**src/rtl/text_overlay_gen.sv**
```systemverilog
`default_nettype none
// ============================================================================
// Module   : text_overlay_gen
// Purpose  : Pipelined text overlay for the Pong VGA path. Renders the
//            score/ball status line, the "PONG" logo and a blinking
//            "GAME OVER" banner from a built-in glyph ROM. Each region has its
//            own power-of-two glyph scale and colour. Fixed 3-clock latency
//            from (x, y, enables, digits) to (text_on, text_rgb).
// Ports    : clk        - pixel clock
//            reset      - asynchronous, active-high reset
//            x, y       - current pixel coordinate (10 bits each)
//            frame_tick - one-cycle pulse per frame (blink / highlight timing)
//            dig3..dig0 - score digits {P1 tens, P1 units, P2 tens, P2 units}
//            ball       - remaining balls
//            show_logo  - logo region enable
//            show_over  - banner region enable (rising edge restarts blink)
//            text_on    - registered {score, logo, over} lit-pixel flags
//            text_rgb   - registered 12-bit colour, 0 when text_on == 0
// Revision : 1.0 - initial release
// ============================================================================
module text_overlay_gen #(
    parameter int          SCORE_SCALE   = 2,
    parameter int          LOGO_SCALE    = 8,
    parameter int          OVER_SCALE    = 4,
    parameter int          SCORE_Y       = 32,
    parameter int          LOGO_Y        = 256,
    parameter int          OVER_Y        = 192,
    parameter int          LOGO_X        = 192,
    parameter int          OVER_X        = 160,
    parameter logic [11:0] FG_COLOR      = 12'hFFF,
    parameter logic [11:0] OVER_COLOR    = 12'hF00,
    parameter logic [11:0] HILITE_COLOR  = 12'hFF0,
    parameter int          BLINK_FRAMES  = 30,
    parameter int          HILITE_FRAMES = 60
) (
    input  logic        clk,
    input  logic        reset,
    input  logic [9:0]  x,
    input  logic [9:0]  y,
    input  logic        frame_tick,
    input  logic [3:0]  dig3,
    input  logic [3:0]  dig2,
    input  logic [3:0]  dig1,
    input  logic [3:0]  dig0,
    input  logic [4:0]  ball,
    input  logic        show_logo,
    input  logic        show_over,
    output logic [2:0]  text_on,
    output logic [11:0] text_rgb
);

    // Scales are powers of two, so divisions become constant shifts.
    localparam int c_ss = $clog2(SCORE_SCALE);
    localparam int c_ls = $clog2(LOGO_SCALE);
    localparam int c_os = $clog2(OVER_SCALE);

    localparam int c_bw = $clog2(BLINK_FRAMES + 1);
    localparam int c_hw = $clog2(HILITE_FRAMES + 1);

    // Region bounds, half-open [lo, hi), in 11 bits to avoid overflow.
    localparam logic [10:0] c_score_y0 = 11'(SCORE_Y);
    localparam logic [10:0] c_score_y1 = 11'(SCORE_Y + 16 * SCORE_SCALE);
    localparam logic [10:0] c_score_x1 = 11'(20 * 8 * SCORE_SCALE);
    localparam logic [10:0] c_logo_y0  = 11'(LOGO_Y);
    localparam logic [10:0] c_logo_y1  = 11'(LOGO_Y + 16 * LOGO_SCALE);
    localparam logic [10:0] c_logo_x0  = 11'(LOGO_X);
    localparam logic [10:0] c_logo_x1  = 11'(LOGO_X + 4 * 8 * LOGO_SCALE);
    localparam logic [10:0] c_over_y0  = 11'(OVER_Y);
    localparam logic [10:0] c_over_y1  = 11'(OVER_Y + 16 * OVER_SCALE);
    localparam logic [10:0] c_over_x0  = 11'(OVER_X);
    localparam logic [10:0] c_over_x1  = 11'(OVER_X + 9 * 8 * OVER_SCALE);

    // ------------------------------------------------------------------------
    // Glyph ROM contents. Each glyph is a 5x7 pattern, rows top to bottom,
    // MSB of each 5-bit row is the leftmost pixel. In the 8x16 cell the
    // pattern sits at pixel columns 1..5 and each pattern row covers two
    // cell rows starting at cell row 2. Unlisted codes are blank.
    // ------------------------------------------------------------------------
    function automatic logic [34:0] font5x7(input logic [6:0] code);
        case (code)
            7'h30: font5x7 = {5'h0E, 5'h11, 5'h13, 5'h15, 5'h19, 5'h11, 5'h0E};
            7'h31: font5x7 = {5'h04, 5'h0C, 5'h04, 5'h04, 5'h04, 5'h04, 5'h0E};
            7'h32: font5x7 = {5'h0E, 5'h11, 5'h01, 5'h02, 5'h04, 5'h08, 5'h1F};
            7'h33: font5x7 = {5'h1F, 5'h02, 5'h04, 5'h02, 5'h01, 5'h11, 5'h0E};
            7'h34: font5x7 = {5'h02, 5'h06, 5'h0A, 5'h12, 5'h1F, 5'h02, 5'h02};
            7'h35: font5x7 = {5'h1F, 5'h10, 5'h1E, 5'h01, 5'h01, 5'h11, 5'h0E};
            7'h36: font5x7 = {5'h06, 5'h08, 5'h10, 5'h1E, 5'h11, 5'h11, 5'h0E};
            7'h37: font5x7 = {5'h1F, 5'h01, 5'h02, 5'h04, 5'h08, 5'h08, 5'h08};
            7'h38: font5x7 = {5'h0E, 5'h11, 5'h11, 5'h0E, 5'h11, 5'h11, 5'h0E};
            7'h39: font5x7 = {5'h0E, 5'h11, 5'h11, 5'h0F, 5'h01, 5'h02, 5'h0C};
            7'h2D: font5x7 = {5'h00, 5'h00, 5'h00, 5'h1F, 5'h00, 5'h00, 5'h00};
            7'h3A: font5x7 = {5'h00, 5'h0C, 5'h0C, 5'h00, 5'h0C, 5'h0C, 5'h00};
            7'h53: font5x7 = {5'h0F, 5'h10, 5'h10, 5'h0E, 5'h01, 5'h01, 5'h1E};
            7'h42: font5x7 = {5'h1E, 5'h11, 5'h11, 5'h1E, 5'h11, 5'h11, 5'h1E};
            7'h41: font5x7 = {5'h0E, 5'h11, 5'h11, 5'h1F, 5'h11, 5'h11, 5'h11};
            7'h4C: font5x7 = {5'h10, 5'h10, 5'h10, 5'h10, 5'h10, 5'h10, 5'h1F};
            7'h50: font5x7 = {5'h1E, 5'h11, 5'h11, 5'h1E, 5'h10, 5'h10, 5'h10};
            7'h4F: font5x7 = {5'h0E, 5'h11, 5'h11, 5'h11, 5'h11, 5'h11, 5'h0E};
            7'h4E: font5x7 = {5'h11, 5'h11, 5'h19, 5'h15, 5'h13, 5'h11, 5'h11};
            7'h47: font5x7 = {5'h0E, 5'h11, 5'h10, 5'h17, 5'h11, 5'h11, 5'h0F};
            7'h4D: font5x7 = {5'h11, 5'h1B, 5'h15, 5'h15, 5'h11, 5'h11, 5'h11};
            7'h45: font5x7 = {5'h1F, 5'h10, 5'h10, 5'h1E, 5'h10, 5'h10, 5'h1F};
            7'h56: font5x7 = {5'h11, 5'h11, 5'h11, 5'h11, 5'h11, 5'h0A, 5'h04};
            7'h52: font5x7 = {5'h1E, 5'h11, 5'h11, 5'h1E, 5'h14, 5'h12, 5'h11};
            default: font5x7 = 35'h0;
        endcase
    endfunction

    // One 8-bit ROM word: bit 7 is the leftmost pixel of the cell row.
    function automatic logic [7:0] glyph_row(input logic [6:0] code, input logic [3:0] row);
        logic [34:0] pat;
        logic [2:0]  prow;
        logic [4:0]  five;
        pat  = font5x7(code);
        prow = 3'((row - 4'd2) >> 1);
        case (prow)
            3'd0:    five = pat[34:30];
            3'd1:    five = pat[29:25];
            3'd2:    five = pat[24:20];
            3'd3:    five = pat[19:15];
            3'd4:    five = pat[14:10];
            3'd5:    five = pat[9:5];
            3'd6:    five = pat[4:0];
            default: five = 5'h00;
        endcase
        if (row < 4'd2) begin
            glyph_row = 8'h00;
        end else begin
            glyph_row = {1'b0, five, 2'b00};
        end
    endfunction

    function automatic logic [6:0] digit_code(input logic [3:0] v);
        digit_code = (v <= 4'd9) ? (7'h30 + {3'b000, v}) : 7'h2D;
    endfunction

    function automatic logic [6:0] score_code(input logic [4:0] col, input logic [3:0] d3,
                                              input logic [3:0] d2, input logic [3:0] d1,
                                              input logic [3:0] d0, input logic [4:0] b);
        case (col)
            5'd0:    score_code = 7'h53;
            5'd1:    score_code = 7'h31;
            5'd2:    score_code = 7'h3A;
            5'd3:    score_code = digit_code(d3);
            5'd4:    score_code = digit_code(d2);
            5'd7:    score_code = 7'h42;
            5'd8:    score_code = 7'h41;
            5'd9:    score_code = 7'h4C;
            5'd10:   score_code = 7'h4C;
            5'd11:   score_code = 7'h3A;
            5'd12:   score_code = (b <= 5'd9) ? (7'h30 + {2'b00, b}) : 7'h39;
            5'd15:   score_code = 7'h53;
            5'd16:   score_code = 7'h32;
            5'd17:   score_code = 7'h3A;
            5'd18:   score_code = digit_code(d1);
            5'd19:   score_code = digit_code(d0);
            default: score_code = 7'h20;
        endcase
    endfunction

    function automatic logic [6:0] logo_code(input logic [1:0] col);
        case (col)
            2'd0:    logo_code = 7'h50;
            2'd1:    logo_code = 7'h4F;
            2'd2:    logo_code = 7'h4E;
            default: logo_code = 7'h47;
        endcase
    endfunction

    function automatic logic [6:0] over_code(input logic [3:0] col);
        case (col)
            4'd0:    over_code = 7'h47;
            4'd1:    over_code = 7'h41;
            4'd2:    over_code = 7'h4D;
            4'd3:    over_code = 7'h45;
            4'd5:    over_code = 7'h4F;
            4'd6:    over_code = 7'h56;
            4'd7:    over_code = 7'h45;
            4'd8:    over_code = 7'h52;
            default: over_code = 7'h20;
        endcase
    endfunction

    // ------------------------------------------------------------------------
    // Frame-rate state: banner blink and score highlight
    // ------------------------------------------------------------------------
    logic [c_bw-1:0] r_blink_cnt;
    logic            r_blink_phase;
    logic            r_over_q;
    logic [c_hw-1:0] r_hilite;
    logic [15:0]     r_prev_score;
    logic            w_over_rise;
    logic            w_phase_eff;
    logic [15:0]     w_score;

    assign w_over_rise = show_over & ~r_over_q;
    // The restart edge forces the banner visible in the very cycle it is
    // enabled, not one cycle later when the phase register catches up.
    assign w_phase_eff = r_blink_phase | w_over_rise;
    assign w_score     = {dig3, dig2, dig1, dig0};

    always_ff @(posedge clk or posedge reset) begin
        if (reset) begin
            r_blink_cnt   <= '0;
            r_blink_phase <= 1'b1;
            r_over_q      <= 1'b0;
        end else begin
            r_over_q <= show_over;
            if (w_over_rise) begin
                r_blink_cnt   <= '0;
                r_blink_phase <= 1'b1;
            end else if (frame_tick) begin
                if (r_blink_cnt == c_bw'(BLINK_FRAMES - 1)) begin
                    r_blink_cnt   <= '0;
                    r_blink_phase <= ~r_blink_phase;
                end else begin
                    r_blink_cnt <= r_blink_cnt + c_bw'(1);
                end
            end
        end
    end

    always_ff @(posedge clk or posedge reset) begin
        if (reset) begin
            r_hilite     <= '0;
            r_prev_score <= 16'h0000;
        end else if (frame_tick) begin
            r_prev_score <= w_score;
            if (w_score != r_prev_score) begin
                r_hilite <= c_hw'(HILITE_FRAMES);
            end else if (r_hilite != '0) begin
                r_hilite <= r_hilite - c_hw'(1);
            end
        end
    end

    // ------------------------------------------------------------------------
    // S0: region decode, character code, glyph row and bit index
    // ------------------------------------------------------------------------
    logic [10:0] w_x, w_y;
    logic [10:0] w_sdy, w_ldx, w_ldy, w_odx, w_ody;
    logic        w_score_hit, w_logo_hit, w_over_hit;
    logic [2:0]  w_hit;
    logic [6:0]  w_code;
    logic [3:0]  w_row;
    logic [2:0]  w_bit;
    logic [11:0] w_color;
    logic        w_unused_bits;

    assign w_x   = {1'b0, x};
    assign w_y   = {1'b0, y};
    assign w_sdy = w_y - c_score_y0;
    assign w_ldx = w_x - c_logo_x0;
    assign w_ldy = w_y - c_logo_y0;
    assign w_odx = w_x - c_over_x0;
    assign w_ody = w_y - c_over_y0;

    // Only a few bits of each offset are needed after the shift.
    assign w_unused_bits = ^{w_sdy, w_ldx, w_ldy, w_odx, w_ody};

    assign w_score_hit = (w_y >= c_score_y0) && (w_y < c_score_y1) && (w_x < c_score_x1);
    assign w_logo_hit  = show_logo && (w_y >= c_logo_y0) && (w_y < c_logo_y1)
                         && (w_x >= c_logo_x0) && (w_x < c_logo_x1);
    assign w_over_hit  = show_over && w_phase_eff && (w_y >= c_over_y0) && (w_y < c_over_y1)
                         && (w_x >= c_over_x0) && (w_x < c_over_x1);

    // Priority is by region coverage, not by lit pixel: an unlit score pixel
    // masks whatever lies underneath it.
    always_comb begin
        w_hit   = 3'b000;
        w_code  = 7'h00;
        w_row   = 4'h0;
        w_bit   = 3'h0;
        w_color = 12'h000;
        if (w_score_hit) begin
            w_hit   = 3'b100;
            w_code  = score_code(w_x[3 + c_ss +: 5], dig3, dig2, dig1, dig0, ball);
            w_row   = w_sdy[c_ss +: 4];
            w_bit   = w_x[c_ss +: 3];
            w_color = (r_hilite != '0) ? HILITE_COLOR : FG_COLOR;
        end else if (w_logo_hit) begin
            w_hit   = 3'b010;
            w_code  = logo_code(w_ldx[3 + c_ls +: 2]);
            w_row   = w_ldy[c_ls +: 4];
            w_bit   = w_ldx[c_ls +: 3];
            w_color = FG_COLOR;
        end else if (w_over_hit) begin
            w_hit   = 3'b001;
            w_code  = over_code(w_odx[3 + c_os +: 4]);
            w_row   = w_ody[c_os +: 4];
            w_bit   = w_odx[c_os +: 3];
            w_color = OVER_COLOR;
        end
    end

    logic [2:0]  r_s0_hit, r_s1_hit;
    logic [6:0]  r_s0_code;
    logic [3:0]  r_s0_row;
    logic [2:0]  r_s0_bit, r_s1_bit;
    logic [11:0] r_s0_color, r_s1_color;
    logic [7:0]  r_s1_data;
    logic        w_lit;

    always_ff @(posedge clk or posedge reset) begin
        if (reset) begin
            r_s0_hit   <= 3'b000;
            r_s0_code  <= 7'h00;
            r_s0_row   <= 4'h0;
            r_s0_bit   <= 3'h0;
            r_s0_color <= 12'h000;
        end else begin
            r_s0_hit   <= w_hit;
            r_s0_code  <= w_code;
            r_s0_row   <= w_row;
            r_s0_bit   <= w_bit;
            r_s0_color <= w_color;
        end
    end

    // S1: synchronous ROM read; sideband travels alongside the data.
    always_ff @(posedge clk or posedge reset) begin
        if (reset) begin
            r_s1_data  <= 8'h00;
            r_s1_hit   <= 3'b000;
            r_s1_bit   <= 3'h0;
            r_s1_color <= 12'h000;
        end else begin
            r_s1_data  <= glyph_row(r_s0_code, r_s0_row);
            r_s1_hit   <= r_s0_hit;
            r_s1_bit   <= r_s0_bit;
            r_s1_color <= r_s0_color;
        end
    end

    // S2: pick the pixel (bit index 0 is word bit 7) and register outputs.
    assign w_lit = r_s1_data[3'd7 - r_s1_bit];

    always_ff @(posedge clk or posedge reset) begin
        if (reset) begin
            text_on  <= 3'b000;
            text_rgb <= 12'h000;
        end else begin
            text_on  <= w_lit ? r_s1_hit : 3'b000;
            text_rgb <= (w_lit && (r_s1_hit != 3'b000)) ? r_s1_color : 12'h000;
        end
    end

endmodule
`default_nettype wire

```
**config.mk**
```make
export PLATFORM = sky130hd
export DESIGN_NAME = text_overlay_gen
export DESIGN_NICKNAME = d
export VERILOG_FILES = /design/src/rtl/text_overlay_gen.sv
export SDC_FILE = /design/constraint.sdc
export NUM_CORES = 1
export LEC_CHECK = 0
export CORE_MARGIN = 2
export CORE_UTILIZATION = 50
export CTS_CLUSTER_SIZE = 20
export DETAILED_ROUTE_END_ITERATION = 16
export PLACE_DENSITY = 0.7
export SKIP_LAST_GASP = 1
export SLEW_MARGIN = 20
export SYNTH_ARGS = -nofsm -noshare
export SYNTH_HDL_FRONTEND = slang
export SYNTH_SLANG_ARGS = --single-unit
```
**constraint.sdc**
```tcl
create_clock -name clk -period 2.7 [get_ports clk]
set_input_delay 0.405 -clock clk [delete_from_list [all_inputs] [get_ports clk]]
set_output_delay 0.405 -clock clk [all_outputs]
set_load 0.05 [all_outputs]
```
### Yosys cells after proc, flatten, opt, wreduce, memory -nomap -nowiden

Memories as Yosys holds them, arrays and structs flattened.
Index checks and enable logic that the tools add are counted.
W data, S select, Z words.

| word-level totals | value |
|---|---|
| register bits after elaboration | 99 |
| word-level logic and storage cells | 164 |
| memories kept | 1 |
| input bits | 46 |
| bits in read-only memories | 112 |
| output and inout port bits | 15 |

Memories:

| memory | depth | width | rd ports | clocked after Yosys merged registers in | write ports | line | RTL |
|---|---|---|---|---|---|---|---|
| (name not given) | 16 | 7 | 1 | 0 | 0 | 171 | `case (col)` |

| operators by class | value |
|---|---|
| order comparisons | 17 |
| reductions and logical operators | 25 |
| bitwise logic cells | 4 |
| add/subtract/negate cells | 14 |
| multiplexer cells | 38 |
| eq/ne operators | 49 |

Operators with widths:

| operator | count |
|---|---|
| $pmux W35 S24 | 1 |
| $eq A7 B6 Y1 const B | 12 |
| $eq A7 B7 Y1 const B | 12 |
| $pmux W7 S12 | 1 |
| $mux W7 | 9 |
| $mux W12 | 4 |
| $lt A10 B9 Y1 const B | 4 |
| $pmux W5 S7 | 1 |
| $eq A5 B4 Y1 const B | 6 |
| $ge A10 B8 Y1 const B | 3 |
| $add A6 B4 Y7 const A | 4 |
| $eq A5 B5 Y1 const B | 5 |
| $le A4 B4 Y1 const B | 4 |
| $mux W4 | 4 |
| $ne A16 B16 Y1 | 1 |
| $mux W3 | 5 |
| $mux W5 | 3 |
| $pmux W5 S3 | 1 |
| $logic_and A1 B1 Y1 | 12 |
| $mux W6 | 2 |
| $sub A6 B1 Y6 const B | 2 |
| $eq A5 B2 Y1 const B | 2 |
| $eq A5 B3 Y1 const B | 2 |
| $ge A10 B6 Y1 const B | 1 |
| 34 further kinds | 46 |

### Depth between registers and ports, before layout

Gate-level depths: netlist of the first run.

| logic depth | value |
|---|---|
| word-level depth | 11 |
| gate-level depth with buffers | 9 |
| depth with buffers taken out | 9 |

### Least setup slack after synthesis of the first run

Ideal clock, no wire load.

| timing path | value |
|---|---|
| path type | in2reg |
| from | input x[6] |
| to | register r_s0_code[4] |
| buffers on the path | 0 |
| data required time | 2574 ps |
| data arrival time | 1896 ps |
| slack | 678 ps |
| setup time | 126 ps |
| stages | 7 |
| cells stage by stage | inv_1 -> ha_1 -> or4b_1 -> o221a_2 -> o21ai_1 -> a21oi_1 -> a221o_1 |

| on the way | value |
|---|---|
| word-level cells in the longest chain between the ends | 6 |
| elaborated cells between the ends (all ways) | 39 |
| those cells by class | 2 x add/sub; 4 x order compare; 17 x eq/ne; 5 x mux; 10 x reduce/logical; 1 x memory |

Ends and longest elaborated chain:

| item | line | RTL |
|---|---|---|
| from (decl) | 38 | `input logic [9:0] x,` |
| branches (longest 5 deep; another with $sub A9 B8 Y9) | -- |  |
| $mux W7 (*) | 275 | `if (w_score_hit) begin` |
| via w_code[4] | 244 | `logic [6:0] w_code;` |
| to (signal assigned) | 313 | `r_s0_code <= w_code;` |
| to (decl) | 297 | `logic [6:0] r_s0_code;` |

Mark *: on every way through the listed nets, which the timed path passes.
A chain may end at the register's enable or synchronous reset.

### Worst setup path after layout of the first run

| timing path | value |
|---|---|
| from | register r_s0_code[1] |
| to | register r_s1_data[2] |

| on the way | value |
|---|---|
| word-level cells in the longest chain between the ends | 4 |
| elaborated cells between the ends (all ways) | 27 |
| those cells by class | 24 x eq/ne; 3 x mux |

Ends and longest elaborated chain:

| item | line | RTL |
|---|---|---|
| $eq A7 B7 Y1 or $eq A7 B6 Y1 (tied branches) | 80 | `case (code)` |
| $pmux W35 S24 (*) | 80 |  |
| $pmux W5 S7 (*) | 116 | `case (prow)` |
| $mux W7 (*) | 126 | `if (row < 4'd2) begin` |
| to (signal assigned) | 328 | `r_s1_data <= glyph_row(r_s0_code, r_s0_row);` |
| to (decl) | 301 | `logic [7:0] r_s1_data;` |

Mark *: on every way between the ends. The rest lies on a longest branch, timed or not.

==> results.sh, run 1 <==
export IMPL_status="finished clean"
export IMPL_seq_area_sq_um=1700
export IMPL_peakVddDrop_v=0.000250
export IMPL_power_density_nw_per_um2=384
export IMPL_die_w_microns=107
export IMPL_cp_end_kind="flop"
export IMPL_holdCritPathClass="flop to flop"
export IMPL_layout_nets=754
export IMPL_wl_per_cell_microns=18.0
export IMPL_netSwitchingFraction_pct=28.6
export IMPL_clockBufferDepth=2
export IMPL_clk_pin_slew_ns=0.08
export IMPL_dr_pass1_iters=5
export IMPL_grt_remaining_overflow=0
export IMPL_ys_ff_latch=68
export IMPL_start_util_pct=51.1
export IMPL_grt_use_total_pct=27.1
export IMPL_crit_chain="buf_4 -> nor2b_1 -> nand2_1 -> o221ai_1 -> a31oi_1 -> a2bb2oi_1 -> nand4_1"
export IMPL_cts_tree="done"
export IMPL_synth_cells=640
export IMPL_multi_input_area_sq_um=3130
export IMPL_fp_row_count=37
export IMPL_grt_pass1_vias=4994
export IMPL_syn_avg_cell_area_sq_um=8.21
export IMPL_yosys_warnings=0
export IMPL_coreArea_sq_um=10300
export IMPL_cts_buffers=9
export IMPL_p_leak_uw=0.00248
export IMPL_p_comb_share_pct=16.6
export IMPL_via_count=5275
export IMPL_postCtsSetupRepairBufs=0
export IMPL_fin_skew_ns=0.0152
export IMPL_tns_ns=0
export IMPL_synth_compound_area_share_pct=25.2
export IMPL_rsz0062_at_grt="false"
export IMPL_grt_max_degree=44
export IMPL_wirelength_microns=15100
export IMPL_ctsResizeCount=0
export IMPL_cap_violations=0
export IMPL_slew_headroom_pct=32.3
export IMPL_finalCritPeriodShare_pct=95.1
export IMPL_synth_edf_count=0
export IMPL_synth_main_ff_cell="dfrtp_1"
export IMPL_whs_ns=0.352
export IMPL_cpPeakStageDelay_ns=0.73
export IMPL_die_h_microns=107
export IMPL_viasPerCell=6.29
export IMPL_final_area_sq_um=6250
export IMPL_synth_simple_area_share_pct=23.5
export IMPL_cts_sinks=68
export IMPL_ant_nets=0
export IMPL_portBuffers=58
export IMPL_async_flop_share_pct=100
export IMPL_syn_area_sq_um=5250
export IMPL_crit_required_ns=2.95
export IMPL_internal_power_uw=1710
export IMPL_cp_start_kind="flop"
export IMPL_synth_adder_area_share_pct=2.38
export IMPL_tightest_slew_ns=1.01
export IMPL_postCtsHoldBufs=0
export IMPL_synth_top_family_by_area="compound AO/OA/AOI/OAI gates"
export IMPL_ios=61
export IMPL_final_core_util_pct=60.8
export IMPL_final_hold_viol_count=0
export IMPL_post_dp_hpwl_microns=11200
export IMPL_n_fill_cell=937
export IMPL_synth_nets=696
export IMPL_syn2layout_area_growth_pct=18.9
export IMPL_synth_xor_area_share_pct=4.33
export IMPL_routabilityCongestion=0.986
export IMPL_slew_violations=0
export IMPL_synth_area_mux_share_pct=4.24
export IMPL_insertion_delay_ns=0.34
export IMPL_p_switching_uw=686
export IMPL_post_dp_cell_area_sq_um=6040
export IMPL_dr_first_iter_drc_count=430
export IMPL_synthDistinctLibCells=77
export IMPL_root_buffer="clkbuf_8"
export IMPL_drc=0
export IMPL_clkPwrFrac_pct=36.6
export IMPL_finalSetupViolCount=0
export IMPL_ys_seq_area_share_pct=32.4
export IMPL_n_antenna_cell=0
export IMPL_grt_first_pass_wirelength_microns=24600
export IMPL_die_area_sq_um=11300
export IMPL_arrival_ns=2.82
export IMPL_fmax_mhz=389
export IMPL_period_needed_ns=2.57
export IMPL_p_seq_share_pct=46.9
export IMPL_antenna_found_initial=0
export IMPL_critPathSlowestCell="dfrtp_1"
export IMPL_crit_fanout=23
export IMPL_path_class="flop to flop"
export IMPL_drive_above_1_share_pct=12.7
export IMPL_htree_levels=3
[Yosys cell counts (5+ instances only)]
cell type  number  area [sq um]
o21ai_1         8          40.0
o21a_1          5          37.5
a21oi_1        40           200
buf_2          18          90.1
o211ai_1        5          37.5
nand4_1        15          93.8
a222oi_1        6          60.1
o22ai_1        10          62.6
a22oi_1         5          37.5
mux2_2         17           191
o21ai_0        45           225
ha_1           10           125
nand3_1        15          75.1
buf_4          15           113
and3_1          6          37.5
nand2_1        53           199
xnor2_1        24           210
a31oi_1        12          75.1
nor2_1         44           165
inv_1          28           105
clkbuf_1       13          48.8
dfrtp_1        67          1680
nor2b_1        18           113
a21o_1          6          45.0
nand2b_1       21           131
o221ai_1        7          61.3
nor3_1         21           105
o31ai_1         7          52.6
[critical path: cells and delay by family, from the launching register on]
family	cells	cell delay, ns
flip-flops	1	0.73
AO/OA/AOI/OAI	3	0.56
buffers and inverters	1	0.37
AND/OR/NAND/NOR	3	0.83
[kinds of logic after synthesis]
logic type,after synthesis
and+or+nand+nor,232
AOI/OAI and AO/OA,200
buffers and inverters,84
DFF,68
adders and majority gates,10
xor gates and xnor gates,26
muxes,20
[through the flow]
step	power, uW	instances	setup WS, ns
2_1_floorplan	1370	640	0.585
3_3_place_gp	1520	823	0.135
3_5_place_dp	1540	823	0.0715
4_1_cts	2420	839	0.215
5_1_grt	2530	839	0.0171
6_report	2400	839	0.131
[cell usage in the layout (no fill, tap or decap), drive strengths merged, types with 7 or more instances in the layout]
| master | synthesis | routed |
|---|---|---|
| clkbuf | 13 | 9 |
| nand2 | 53 | 53 |
| nand3 | 15 | 15 |
| o21ai | 53 | 53 |
| inv | 30 | 34 |
| xnor2 | 24 | 24 |
| nand2b | 21 | 21 |
| nor2b | 18 | 18 |
| nor3 | 22 | 22 |
| o221ai | 7 | 7 |
| buf | 39 | 41 |
| o31ai | 7 | 7 |
| mux2 | 18 | 18 |
| ha | 10 | 10 |
| dfrtp | 67 | 67 |
| nor2 | 44 | 44 |
| clkdlybuf4s50 | 0 | 58 |
| a21oi | 40 | 40 |
| o22ai | 10 | 10 |
| nand4 | 15 | 15 |
| a31oi | 12 | 12 |
[final cells by class]
type | count | share of cell area [%]
sequential | 68 | 27.3
timing repair buffer | 99 | 14.6
tap | 136 | 2.72
multi-input combinational | 488 | 50.2
inverter | 32 | 1.92
clock inverter | 7 | 1.32
clock buffer | 9 | 1.98
[flip-flops by register name (all words and copies together) (netlist names)]
signal and cells:
r_hilite 6, r_s1_color 3, r_prev_score 16, r_s0_row 3, r_blink_phase 1, text_on 3, r_over_q 1, r_s0_hit 3
r_s1_data 5, r_s0_code 7, text_rgb 3, r_s1_hit 3, r_s0_bit 3, r_s1_bit 3, r_blink_cnt 5, r_s0_color 3
[power groups by stage]
stage,sequential (uW),combinational [uW],clock (uW)
after CTS,1120,396,902
after global routing,1130,437,962
after detailed placement,1140,394,0
final,1120,397,876
after floorplan,1130,239,0
after global placement,1140,384,0
[routing by layer]
layer / GRT usage, % / up-vias / share of wire, %
met2: 44.8 / 261 / 48
met4: 10.3 / 0 / 2.8
met1: 35.7 / 2508 / 41
met5: 0 / - / 0
met3: 4.60 / 43 / 7.7
li1: - / 2463 / -
[path summary, 6_finish.rpt]
path / start / endpoint / slack (ns) / cells past startpoint
max: r_s0_code[1] / r_s1_data[2] / 0.13 / 7
min: r_s0_color[10] / r_s1_color[10] / 0.35 / 0
max reg2reg: r_s0_code[1] / r_s1_data[2] / 0.13 / 7
min reg2reg: r_s0_color[10] / r_s1_color[10] / 0.35 / 0
max in group asynchronous: reset / r_prev_score[6] / 1.52 / 3
min in group asynchronous: reset / r_s0_color[7] / 0.54 / 2
Note: power is estimated with default switching activity, not from simulation.
==> run 2, diff against run 1 <==
- SLEW_MARGIN: 20 -> default
==> results of run 2 <==
Same layout as run 1: the final DEF is identical, and so are final timing and power.
==> run 3, diff against run 2 <==
- PLACE_DENSITY: 0.7 -> default
- PLACE_DENSITY_LB_ADDON: default -> 0.25
- SETUP_SLACK_MARGIN: default -> 0.15
==> run 3 against run 2 <==
  * Global-route usage grew 1.8 points
  * Flip-flop and latch count is the same
  * Routed wire length grew 6.4%
  * Worst setup slack gained 0.11 ns
  * Via count grew 0.93%
  * Count of clock-buffer cells in the layout is the same
  * Power grew 0.17%
  * Hold slack lost 0.0019 ns
  * Critical path depth grew 1
  * Sequential power is essentially flat
  * Cell count grew 1.8%
  * Critical path type unchanged
  * Largest cell class unchanged
==> results.sh, run 3 (same netlist as run 1, synthesis figures left out) <==
export IMPL_grt_busiest_layer="met2"
export IMPL_die_w_microns=107
export IMPL_antenna_found_initial=0
export IMPL_grt_pass1_vias=5104
export IMPL_portBuffers=58
export IMPL_grt_max_degree=69
export IMPL_wirelength_microns=16100
export IMPL_finalPower_uw=2400
export IMPL_dp_cells=838
export IMPL_layout_nets=769
export IMPL_dr_pass1_iters=6
export IMPL_start_util_pct=51.1
export IMPL_die_h_microns=107
export IMPL_syn2layout_area_growth_pct=21.1
export IMPL_finalCritPeriodShare_pct=91.0
export IMPL_tns_ns=0
export IMPL_cap_violations=0
export IMPL_crit_required_ns=2.87
export IMPL_worstHoldStart="r_s0_hit[0]"
export IMPL_regMostFlops="r_prev_score"
export IMPL_status="finished clean"
export IMPL_clockBufferDepth=2
export IMPL_peakVddDrop_v=0.000354
export IMPL_ctsResizeCount=0
export IMPL_wl_per_cell_microns=18.8
export IMPL_cp_end_kind="flop"
export IMPL_ios=61
export IMPL_post_dp_hpwl_microns=12300
export IMPL_use_met3_pct=5.52
export IMPL_fmax_mhz=407
export IMPL_final_cell_mix="dfrtp_1 (67), clkdlybuf4s50_1 (58), buf_4 (54)"
export IMPL_drive_above_1_share_pct=14.5
export IMPL_holdCritPathClass="flop to flop"
export IMPL_final_hold_viol_count=0
export IMPL_crit_fanout=16
export IMPL_n_fill_cell=926
export IMPL_htree_levels=3
export IMPL_via_count=5324
export IMPL_largest_register_ffs=16
export IMPL_grt_remaining_overflow=0
export IMPL_drc=0
export IMPL_r2r_start="r_s0_code[2]"
export IMPL_rsz0062_at_grt="false"
export IMPL_cp_start_kind="flop"
export IMPL_use_met1_pct=36.7
export IMPL_final_cells=854
export IMPL_grt_first_pass_wirelength_microns=25700
export IMPL_arrival_ns=2.63
export IMPL_die_area_sq_um=11300
export IMPL_routabilityCongestion=0.942
export IMPL_postCtsSetupRepairBufs=0
export IMPL_reg_largest_list="r_prev_score x16, r_s0_code x7, r_hilite x6"
export IMPL_power_density_nw_per_um2=377
export IMPL_mostFrequentLayoutCell="dfrtp_1"
export IMPL_period_needed_ns=2.46
export IMPL_n_antenna_cell=0
export IMPL_worstSetupStartpoint="r_s0_code[2]"
export IMPL_cts_tree="done"
export IMPL_dr_first_iter_drc_count=477
export IMPL_slew_violations=0
export IMPL_cts_buffers=9
export IMPL_clk_pin_slew_ns=0.08
export IMPL_tightest_slew_ns=0.899
export IMPL_fin_skew_ns=0.0110
export IMPL_cts_sinks=68
export IMPL_insertion_delay_ns=0.35
export IMPL_root_buffer="clkbuf_8"
export IMPL_postCtsHoldBufs=0
export IMPL_finalSetupViolCount=0
export IMPL_grt_use_total_pct=29.0
export IMPL_viasPerCell=6.23
export IMPL_coreArea_sq_um=10300
export IMPL_fp_row_count=37
export IMPL_ant_nets=0
export IMPL_p_leak_uw=0.00256
export IMPL_final_core_util_pct=61.9
export IMPL_slew_headroom_pct=39.5
export IMPL_path_class="flop to flop"
export IMPL_grt_use_met2_pct=48.8
run 3: cell types whose count changed in the layout (fill, tap and decap cells not counted), sizes merged:
cell | before | now
clkinv | 2 | 4
buf | 41 | 56
inv | 34 | 33
clkinvlp | 2 | 1
run 3: layout make-up:
type	count	area (sq um)	area share [%]
clock buffers	9	124	1.95
clock inverters	7	83.8	1.32
inverters	32	120	1.89
multi-input cells	488	3130	49.3
flip-flops and latches	68	1700	26.8
well taps	136	170	2.68
repair buffers	114	1030	16.1
run 3: path summary, 6_finish.rpt:
kind | slack [ns] | depth (start not counted) | end
min reg2reg | 0.35 | 0 | r_s1_hit[0]
min | 0.35 | 0 | r_s1_hit[0]
min in group asynchronous | 0.43 | 3 | r_blink_cnt[4]
max reg2reg | 0.24 | 8 | r_s1_data[2]
max | 0.24 | 8 | r_s1_data[2]
max in group asynchronous | 1.97 | 3 | r_blink_phase
run 3: report_power, final:
part / internal [uW] / switching [uW]
clock network: 442 / 425
logic: 202 / 206
registers: 1070 / 54.0
total: 1720 / 684
run 3: per-layer routing:
layer	up-vias	part of all wire (%)
li1	2494	-
met1	2537	41
met2	255	49
met3	38	7.6
met4	0	3.1
met5	-	0
run 3: per-stage QoR:
step | cell area [sq um] | setup slack, ns | hold slack (ns)
6_report | 6360 | 0.242 | 0.350
5_1_grt | 6360 | 0.177 | 0.356
2_1_floorplan | 5250 | 0.585 | 0.331
4_1_cts | 6360 | 0.311 | 0.351
3_3_place_gp | 6150 | 0.113 | 0.336
3_5_place_dp | 6150 | 0.0597 | 0.335
run 3: critical path, cell delays in order (launching register included):
cell and delay, ns:
dfrtp_1 0.77, buf_12 0.21, nand2b_1 0.21, buf_4 0.22, nor2_1 0.19, nand3b_1 0.17
o32ai_1 0.09, a2bb2oi_1 0.17, nand4_1 0.22
